File: config.mk
export PLATFORM = sky130hd
export DESIGN_NAME = sparse_decompressor_nm
export DESIGN_NICKNAME = d
export VERILOG_FILES = /design/src/rtl/sparse_pkg.sv /design/src/rtl/sparse_group_expand.sv /design/src/rtl/sparse_decompressor_nm.sv
export SDC_FILE = /design/constraint.sdc
export NUM_CORES = 2
export LEC_CHECK = 0
export CAP_MARGIN = 20
export CORE_MARGIN = 8
export CORE_UTILIZATION = 40
export DETAILED_ROUTE_END_ITERATION = 10
export MAX_ROUTING_LAYER = met4
export SLEW_MARGIN = 0
export SYNTH_ARGS = -nofsm -noshare
export SYNTH_HDL_FRONTEND = slang
export SYNTH_SLANG_ARGS = --single-unit
File: constraint.sdc
create_clock -name clk -period 4.8 [get_ports clk]
set_clock_uncertainty 0.05 [all_clocks]
set_input_delay 0.72 -clock clk [delete_from_list [all_inputs] [get_ports clk]]
set_output_delay 0.72 -clock clk [all_outputs]
set_load 0.005 [all_outputs]
File: src/rtl/sparse_pkg.sv
// Shared types and helpers for the N:M structured-sparsity decompressor.
// Fixed group geometry, mode encoding and mask popcount helpers.
package sparse_pkg;

  localparam int SP_M = 8;
  localparam int SP_K = SP_M / 2;
  localparam int SP_SLOT_IDX_W = $clog2(SP_K);

  typedef enum logic {
    SP_MODE_2_4 = 1'b0,
    SP_MODE_4_8 = 1'b1
  } sp_mode_e;

  typedef logic [SP_SLOT_IDX_W-1:0] slot_idx_t;

  function automatic logic [3:0] popcount4(input logic [3:0] v);
    return {3'b000, v[0]} + {3'b000, v[1]} + {3'b000, v[2]} + {3'b000, v[3]};
  endfunction

  function automatic logic [3:0] popcount8(input logic [7:0] v);
    return popcount4(v[3:0]) + popcount4(v[7:4]);
  endfunction

endpackage

File: src/rtl/sparse_group_expand.sv
// Combinational expansion of one compressed group. The index/keep/err half is
// evaluated before stage 1, the slot mux half after it, so the parent splits them.
module sparse_group_expand
  import sparse_pkg::*;
#(
  parameter int W = 16
) (
  input  logic [SP_M-1:0]             mask_i,
  input  sp_mode_e                    mode_i,
  output slot_idx_t [SP_M-1:0]        idx_o,
  output logic [SP_M-1:0]             keep_o,
  output logic                        err_o,
  input  logic [SP_K*W-1:0]           slots_i,
  input  slot_idx_t [SP_M-1:0]        idx_i,
  input  logic [SP_M-1:0]             keep_i,
  output logic [SP_M*W-1:0]           vals_o
);

  genvar gi;

  for (gi = 0; gi < SP_M; gi++) begin : g_pos
    localparam int SUB_LO = (gi / 4) * 4;
    logic [3:0] cnt_all;
    logic [3:0] cnt_sub;
    slot_idx_t  idx_sub;

    always_comb begin
      cnt_all = '0;
      cnt_sub = '0;
      for (int j = 0; j < gi; j++) begin
        cnt_all = cnt_all + {3'b000, mask_i[j]};
      end
      for (int j = SUB_LO; j < gi; j++) begin
        cnt_sub = cnt_sub + {3'b000, mask_i[j]};
      end
    end

    // In 2:4 each nibble owns its own pair of slots starting at 2*subgroup.
    assign idx_sub    = slot_idx_t'((gi / 4) * 2) | slot_idx_t'(cnt_sub[0]);
    assign idx_o[gi]  = (mode_i == SP_MODE_4_8) ? cnt_all[SP_SLOT_IDX_W-1:0] : idx_sub;
    assign keep_o[gi] = mask_i[gi] &&
                        ((mode_i == SP_MODE_4_8) ? (cnt_all < 4'd4) : (cnt_sub < 4'd2));
  end

  assign err_o = (mode_i == SP_MODE_4_8) ? (popcount8(mask_i) > 4'd4)
                                         : ((popcount4(mask_i[3:0]) > 4'd2) ||
                                            (popcount4(mask_i[7:4]) > 4'd2));

  logic [W-1:0] slot_arr [SP_K];

  // Slot 0 sits in the most-significant W bits of the packed group.
  for (gi = 0; gi < SP_K; gi++) begin : g_slot
    assign slot_arr[gi] = slots_i[(SP_K-1-gi)*W +: W];
  end

  for (gi = 0; gi < SP_M; gi++) begin : g_mux
    assign vals_o[gi*W +: W] = keep_i[gi] ? slot_arr[idx_i[gi]] : '0;
  end

endmodule

File: src/rtl/sparse_decompressor_nm.sv
// Two-stage N:M (2:4 / 4:8) sparse operand decompressor with valid/ready flow control.
// Optional SPARSE_DECOMP_STATS_EN adds saturating beat and error counters.
module sparse_decompressor_nm
  import sparse_pkg::*;
#(
  parameter int W     = 16,
  parameter int M     = 8,
  parameter int LANES = 4
) (
  input  logic                   clk,
  input  logic                   rst,
  input  logic                   in_valid,
  output logic                   in_ready,
  input  logic                   in_mode,
  input  logic [LANES*M/2*W-1:0] in_vals,
  input  logic [LANES*M-1:0]     in_mask,
  output logic                   out_valid,
  input  logic                   out_ready,
  output logic [LANES*M*W-1:0]   out_vals,
  output logic [LANES-1:0]       out_err,
  output logic                   err_sticky,
  input  logic                   err_clr
`ifdef SPARSE_DECOMP_STATS_EN
  ,
  output logic [31:0]            beat_cnt,
  output logic [31:0]            err_cnt
`endif
);

  localparam int K = M / 2;

  if (M != SP_M) begin : g_bad_m
    $error("sparse_decompressor_nm: M must be 8 in this generation");
  end

  slot_idx_t [LANES-1:0][M-1:0] lane_idx;
  logic [LANES-1:0][M-1:0]      lane_keep;
  logic [LANES-1:0]             lane_err;
  logic [LANES*M*W-1:0]         lane_dense;

  logic                         s1_valid_q, s1_valid_d;
  logic [LANES*K*W-1:0]         s1_vals_q, s1_vals_d;
  slot_idx_t [LANES-1:0][M-1:0] s1_idx_q, s1_idx_d;
  logic [LANES-1:0][M-1:0]      s1_keep_q, s1_keep_d;
  logic [LANES-1:0]             s1_err_q, s1_err_d;

  logic                         s2_valid_q, s2_valid_d;
  logic [LANES*M*W-1:0]         s2_vals_q, s2_vals_d;
  logic [LANES-1:0]             s2_err_q, s2_err_d;

  logic                         err_sticky_q, err_sticky_d;
  logic                         s1_adv, s2_adv, in_hs, out_hs;

  genvar gi;

  for (gi = 0; gi < LANES; gi++) begin : g_lane
    sparse_group_expand #(.W(W)) u_expand (
      .mask_i  (in_mask[gi*M +: M]),
      .mode_i  (sp_mode_e'(in_mode)),
      .idx_o   (lane_idx[gi]),
      .keep_o  (lane_keep[gi]),
      .err_o   (lane_err[gi]),
      .slots_i (s1_vals_q[gi*K*W +: K*W]),
      .idx_i   (s1_idx_q[gi]),
      .keep_i  (s1_keep_q[gi]),
      .vals_o  (lane_dense[gi*M*W +: M*W])
    );
  end

  always_comb begin
    s2_adv    = !s2_valid_q || out_ready;
    s1_adv    = !s1_valid_q || s2_adv;
    in_ready  = s1_adv && !rst;
    in_hs     = in_valid && in_ready;
    // Masking with rst guarantees no output handshake in a reset cycle.
    out_valid = s2_valid_q && !rst;
    out_hs    = out_valid && out_ready;

    s1_valid_d   = s1_valid_q;
    s1_vals_d    = s1_vals_q;
    s1_idx_d     = s1_idx_q;
    s1_keep_d    = s1_keep_q;
    s1_err_d     = s1_err_q;
    s2_valid_d   = s2_valid_q;
    s2_vals_d    = s2_vals_q;
    s2_err_d     = s2_err_q;
    err_sticky_d = err_sticky_q;

    if (s1_adv) begin
      s1_valid_d = in_hs;
      if (in_hs) begin
        s1_vals_d = in_vals;
        s1_idx_d  = lane_idx;
        s1_keep_d = lane_keep;
        s1_err_d  = lane_err;
      end
    end

    if (s2_adv) begin
      s2_valid_d = s1_valid_q;
      if (s1_valid_q) begin
        s2_vals_d = lane_dense;
        s2_err_d  = s1_err_q;
      end
    end

    if (out_hs && (|s2_err_q)) begin
      err_sticky_d = 1'b1;
    end else if (err_clr) begin
      err_sticky_d = 1'b0;
    end
  end

  always_ff @(posedge clk) begin
    if (rst) begin
      s1_valid_q   <= 1'b0;
      s1_vals_q    <= '0;
      s1_idx_q     <= '0;
      s1_keep_q    <= '0;
      s1_err_q     <= '0;
      s2_valid_q   <= 1'b0;
      s2_vals_q    <= '0;
      s2_err_q     <= '0;
      err_sticky_q <= 1'b0;
    end else begin
      s1_valid_q   <= s1_valid_d;
      s1_vals_q    <= s1_vals_d;
      s1_idx_q     <= s1_idx_d;
      s1_keep_q    <= s1_keep_d;
      s1_err_q     <= s1_err_d;
      s2_valid_q   <= s2_valid_d;
      s2_vals_q    <= s2_vals_d;
      s2_err_q     <= s2_err_d;
      err_sticky_q <= err_sticky_d;
    end
  end

  assign out_vals   = s2_vals_q;
  assign out_err    = s2_err_q;
  assign err_sticky = err_sticky_q;

`ifdef SPARSE_DECOMP_STATS_EN
  logic [31:0] beat_cnt_q, beat_cnt_d;
  logic [31:0] err_cnt_q, err_cnt_d;

  always_comb begin
    beat_cnt_d = beat_cnt_q;
    err_cnt_d  = err_cnt_q;
    if (out_hs && (beat_cnt_q != '1)) begin
      beat_cnt_d = beat_cnt_q + 32'd1;
    end
    if (out_hs && (|s2_err_q) && (err_cnt_q != '1)) begin
      err_cnt_d = err_cnt_q + 32'd1;
    end
  end

  always_ff @(posedge clk) begin
    if (rst) begin
      beat_cnt_q <= '0;
      err_cnt_q  <= '0;
    end else begin
      beat_cnt_q <= beat_cnt_d;
      err_cnt_q  <= err_cnt_d;
    end
  end

  assign beat_cnt = beat_cnt_q;
  assign err_cnt  = err_cnt_q;
`endif

endmodule

After elaboration in Yosys (flattened, before gate mapping)
Index checks and enable logic that the tools add are counted.

storage, ports and cells
  word-level logic and storage cells = 419
  flip-flop bits (word level) = 863
  input port bits = 294
  output and inout bits = 519

cells by class
  multiplexer cells = 174
  reduce and logical (&&, ||, !) cells = 46
  bitwise gates (word level) = 28
  $lt $le $gt $ge = 92
  add/subtract/negate cells = 40

operators with widths
  operator                                                                         number
  16-bit two-way mux                                                               88
  16-bit binary-select mux with 2-bit select                                       28
  4-bit by 1-bit adder with 4-bit output                                           26
  3-bit greater-or-equal comparator, second input constant                         28
  4-bit by 3-bit < comparator with 1-bit output, second input constant             21
  2-bit inverter with 3-bit output                                                 24
  4-bit by 2-bit < comparator with 1-bit output, second input constant             13
  2-bit two-way mux                                                                24
  1-bit two-way mux                                                                34
  1-bit logical AND                                                                33
  4-bit by 2-bit greater-than comparator with 1-bit output, second input constant  8
  1-bit by 1-bit adder with 2-bit output                                           8
  4-bit adder                                                                      4
  4-bit by 3-bit greater-than comparator with 1-bit output, second input constant  4
  1-bit by 2-bit < comparator with 1-bit output, second input constant             8
  1-bit by 3-bit < comparator with 1-bit output, second input constant             4
  1-bit inverter with 3-bit output                                                 4
  2-bit by 1-bit adder with 3-bit output                                           2
  1-bit logical OR                                                                 6
  2-bit by 3-bit < comparator with 1-bit output, second input constant             2
  2-bit < comparator, second input constant                                        2
  2-bit AND reduction                                                              2
  4-bit OR reduction                                                               1
  1-bit logical NOT                                                                3
  other kinds (3)                                                                  3

Longest topological paths before layout
  depth after elaboration = 9
  depth in mapped cells = 10
  mapped depth without buffers = 10

Cells and area by module
Synthesis repeated with hierarchy kept, for this count alone.

second synthesis, totals
  cell total of the unflattened synthesis = 5106
  area, all modules = 52293.9 um^2

modules (own cells, without submodules)
  module                                         times used  area an instance (um^2)  sequential area each (um^2)  cells each
  sparse_decompressor_nm                         1           33483.4                  17516.8                      3515
  sparse_group_expand at g_lane[1].u_expand ...  3           4702.0                   0.0                          397
  sparse_group_expand at g_lane[0].u_expand      1           4704.5                   0.0                          400

Least setup slack after synthesis
No wires, ideal clock.

  path type = input to register
  start point = input port in_mask[24]
  end point = register s1_keep_q[31] in the netlist's numbering
  data required time = 4655 ps
  stages on the path = 9
  setup time = 95 ps
  arrival time = 3427 ps
  setup slack = 1228 ps
  path buffers = 0
  path through = fa_1 > ha_1 > fa_1 > ha_1 > xor2_1 > ha_1 > nand3_1 > o311a_1 > a221oi_1

on the way
  word-level cells in the longest chain between the ends = 9

RTL lines
  element                                               line                           source
  start: declaration                                    sparse_decompressor_nm.sv:16   input logic [LANES*M-1:0] in_mask,
  1-bit by 1-bit adder with 2-bit output                sparse_group_expand.sv:31      cnt_all = cnt_all + {3'b000, mask_i[j]};
  2-bit by 1-bit adder with 3-bit output                sparse_group_expand.sv:31
  4-bit by 1-bit adder with 4-bit output (4 in series)  sparse_group_expand.sv:31
  4-bit by 3-bit < comparator with 1-bit output         sparse_group_expand.sv:42      ((mode_i == SP_MODE_4_8) ? (cnt_all < 4'd4) : (cnt_sub < 4'd2));
  1-bit two-way mux                                     sparse_group_expand.sv:42
  1-bit logical AND                                     sparse_group_expand.sv:41      assign keep_o[gi] = mask_i[gi] &&
  end signal: assignment                                sparse_decompressor_nm.sv:129  s1_keep_q <= s1_keep_d;
  end: declaration                                      sparse_decompressor_nm.sv:44   logic [LANES-1:0][M-1:0] s1_keep_q, s1_keep_d;

Every way passes these cells.
A chain may end at the register's enable or synchronous reset.

Worst setup path in the final report
  start point = input port in_mask[24]
  end point = register s1_keep_q[31] in the netlist's numbering

on the way
  word-level cells in the longest chain between the ends = 9

RTL lines
  element                                               line                       source
  1-bit by 1-bit adder with 2-bit output                --
  2-bit by 1-bit adder with 3-bit output                --
  via g_lane[3].u_expand.g_pos[3].cnt_all[0]            sparse_group_expand.sv:23  logic [3:0] cnt_all;
  4-bit by 1-bit adder with 4-bit output (4 in series)  sparse_group_expand.sv:31
  4-bit by 3-bit < comparator with 1-bit output         sparse_group_expand.sv:42
  1-bit two-way mux                                     sparse_group_expand.sv:42
  1-bit logical AND                                     sparse_group_expand.sv:41

The timed path passes the listed nets, and every way through them passes these cells.

==> summary.md <==
| Metric | Value |
|---|---|
| CP arrival | 4.13 ns |
| Syn Nets | 4,114 |
| Clk sinks | 859 |
| Pin count of the biggest net entering global routing | ~170 |
| Clk buf depth | 3 |
| Endpoints failing hold | 0 |
| Synth cell types | 54 |
| Via count | 35,400 |
| Post-Layout Inst Area | 52,900 µm² |
| Antenna-violating nets left | 0 |
| Synth Register Bits | 859 |
| Clk Tree Root Cell | clkbuf_16 |
| Pre-antenna DRT Iters | 6 |
| Initial drt markers | 3,301 |
| Pwr/cell area | 348 nW/µm² |
| Gr ovfl total | 0 |
| Post-synthesis average cell area | around 11 µm² |
| Main synth FF type | dfxtp_1 |
| All-Layer GR Usage | slightly below 30% |
| Worst hold slack | roughly 0.40 ns |
| Seq/Total Area, Yosys | 42.5% |
| Routed WL | 164 mm |
| Post-synth EDFFs | 0 |
| Pwr Total | 18.4 mW |
| Minimum clock period | 3.61 ns |
| Routed length per instance | 28.8 µm |
| CP peak stage delay | 0.64 ns |
| I/O pins | 813 |
| Slew @ Worst Pin | 1.20 ns |
| Max H-tree Level | 3 |
| Area share of the largest cell type after synthesis | 42.5% |
| Full die area | between 100,000 and 150,000 µm² |
| Via-to-Cell Ratio | 6.21 |
| CP Max Fanout | 4 |
| CTS clk-pin slew, worst paths | around 0.060 ns |
| Initial antenna violation count | 23 |
| First-pass GRT wire length | 239 mm |
| Gates resized, CTS repair | 0 |
| Insertion delay to the later sink of the worst-skew pair | 0.68 ns |
| Crit-path cells | clkdlybuf4s50_1 -> fa_1 -> ha_1 -> fa_1 -> ha_1 -> xor2_1 -> ha_1 -> nand3_1 -> o311a_1 -> a221oi_1 |
| Max-slew violation count | 0 |
| Layout cells sized above 1 | about 14% |
| Die span in x | roughly 330 µm |
| Slowest-stage cell, CP | fa_1 |
| Core area | 100,000 µm² |
| Port Buffers | 812 |
| Maximum VDD drop | 0.267 mV |
| Final core utilization | 52.8% |
| Post-synthesis cell count | 3,732 |
| Delay-heaviest family, CP | adder cells |
| Crit end category | flop |
| Syn Std Cell Area | 40,400 µm² |
| GPL Wtd Cong | 0.923 |
| Commonest cells in the netlist | 859 x dfxtp_1, 737 x nand2_1, 385 x a32o_1, 384 x a21oi_1, 384 x mux4_2 |
| # Post-CTS Setup Buffers | 0 |
| Placed instance area | ~49,000 µm² |
| DPL Wire Length | 114 mm |
| Synth area leaders | dfxtp_1 43%, mux4_2 21%, a32o_1 9.5%, nand2_1 6.8%, a21oi_1 4.8% |
| Buf+Inv Stages, Crit Path | 1 |
| Post-synth top area cell | dfxtp_1 |
| CP most frequent cell | ha_1 |
| Critical Path RT | around 5.3 ns |
| Setup slack, reg-to-reg | ~2.2 ns |
| Critical path start-end classification | primary input to flop |
| CTS Hold Buffers Added | 0 |
| Share of flip-flops with an asynchronous set or reset | 0% |
| Fmax | around 280 MHz |
| RSZ-0062 raised after global routing | false |
| Layout fillers | 9,060 |
| Layout Nets | 4,684 |
| Initial Util | between 40% and 50% |
| Final setup TNS | 0 ns |
| Final period util | 75.2% |
| P_leak | 18.1 nW |
| Startpoint types | primary input |
| Area grow syn2layout | 30.7% |
| CTS tree | yes |
| CTS buffer count | 97 |
| Std-Cell Rows | 116 |
| Vias in the first global route | 34,000 |
| Final setup fails | 0 |
| DRC | 0 |
| Yosys warns | 0 |
| Status | complete, no violations |
| Max_cap viols | 0 |
| Die height | 334 µm |
| Worst Hold Class | flop to flop |
| Count leader, synth | dfxtp_1 |
| Worst relative slew slack | 19.8% |
power breakdown:
part	switching [mW]	internal, mW
combinational	1.19	1.27
clock	3.15	4.84
sequential	0.615	7.34
total	4.96	13.4
path summary, 6_finish.rpt:
kind                                    start       endpoint  depth (start not counted)
worst max-delay path              in_mask[24]  s1_keep_q[31]                         10
worst min-delay path            out_vals[136]  out_vals[136]                          2
worst max register to register     s2_valid_q   out_vals[31]                          5
worst min register to register  out_vals[136]  out_vals[136]                          2
stage by stage:
stage,instances,setup slack (ns)
floorplan,3732,1.23
global placement,5501,0.624
detailed placement,5501,0.533
CTS,5680,1.24
global route,5702,1.05
finish,5704,1.19
cell type report:
type | count | area, µm² | share of cell area, %
clock buffer | 139 | 2900 | 5.48
timing repair buffer | 874 | 8770 | 16.6
inverter | 20 | 75.1 | 0.142
clock inverter | 40 | 554 | 1.05
multi-input combinational | 2450 | 21700 | 41.0
tap | 1298 | 1620 | 3.07
antenna | 24 | 60.1 | 0.114
sequential | 859 | 17200 | 32.5
worst min-delay path, cell delays in order, from the launching register on:
cell and delay [ns]:
dfxtp_1 0.31, nand2_1 0.05, a21oi_1 0.05
sequential cells by signal (all words and copies together), names as in the netlist:
name / count
out_err: 4
s1_err_q: 4
s1_idx_q: 48
s1_valid_q: 1
s2_valid_q: 1
err_sticky: 1
s1_keep_q: 32
out_vals: 512
s1_vals_q: 256
cells in the final DEF, fill, tap and decap left out, drive strengths merged, types with 23 or more instances in the layout:
| cell | count |
|---|---|
| dfxtp | 859 |
| clkdlybuf4s50 | 810 |
| nand2 | 737 |
| a32o | 385 |
| a21oi | 384 |
| mux4 | 384 |
| clkbuf | 139 |
| nand3 | 104 |
| o21ai | 87 |
| mux2i | 80 |
| ha | 70 |
| buf | 64 |
| nor2 | 35 |
| diode | 24 |
| clkinv | 24 |
| inv | 23 |
kinds of logic (layout without fill, tap and decap cells):
group                    count (synthesis)  in the layout  share of synthesized area, %
AO/OA/AOI/OAI                          939            939                          17.1
AND/OR/NAND/NOR                        931            931                          9.32
flip-flops                             859            859                          42.5
multiplexers                           464            464                          23.4
buffers and inverters                  423           1073                          4.01
adder cells (fa/ha/maj)                 88             88                          3.06
XOR/XNOR                                28             28                         0.674
other                                    0             24                             0
routing by layer:
layer  routed length [µm]  share of wire (%)  up-vias  global-route usage, %
li1                     -                  -    15400                      -
met1                64000                 39    17800                   35.9
met2                79800                 49     1858                   46.9
met3                14300                8.7      307                   6.12
met4                 6330                3.8        0                   10.0
met5                    0                  0        -                      -
No activity file was read; power rests on OpenSTA's default activity.
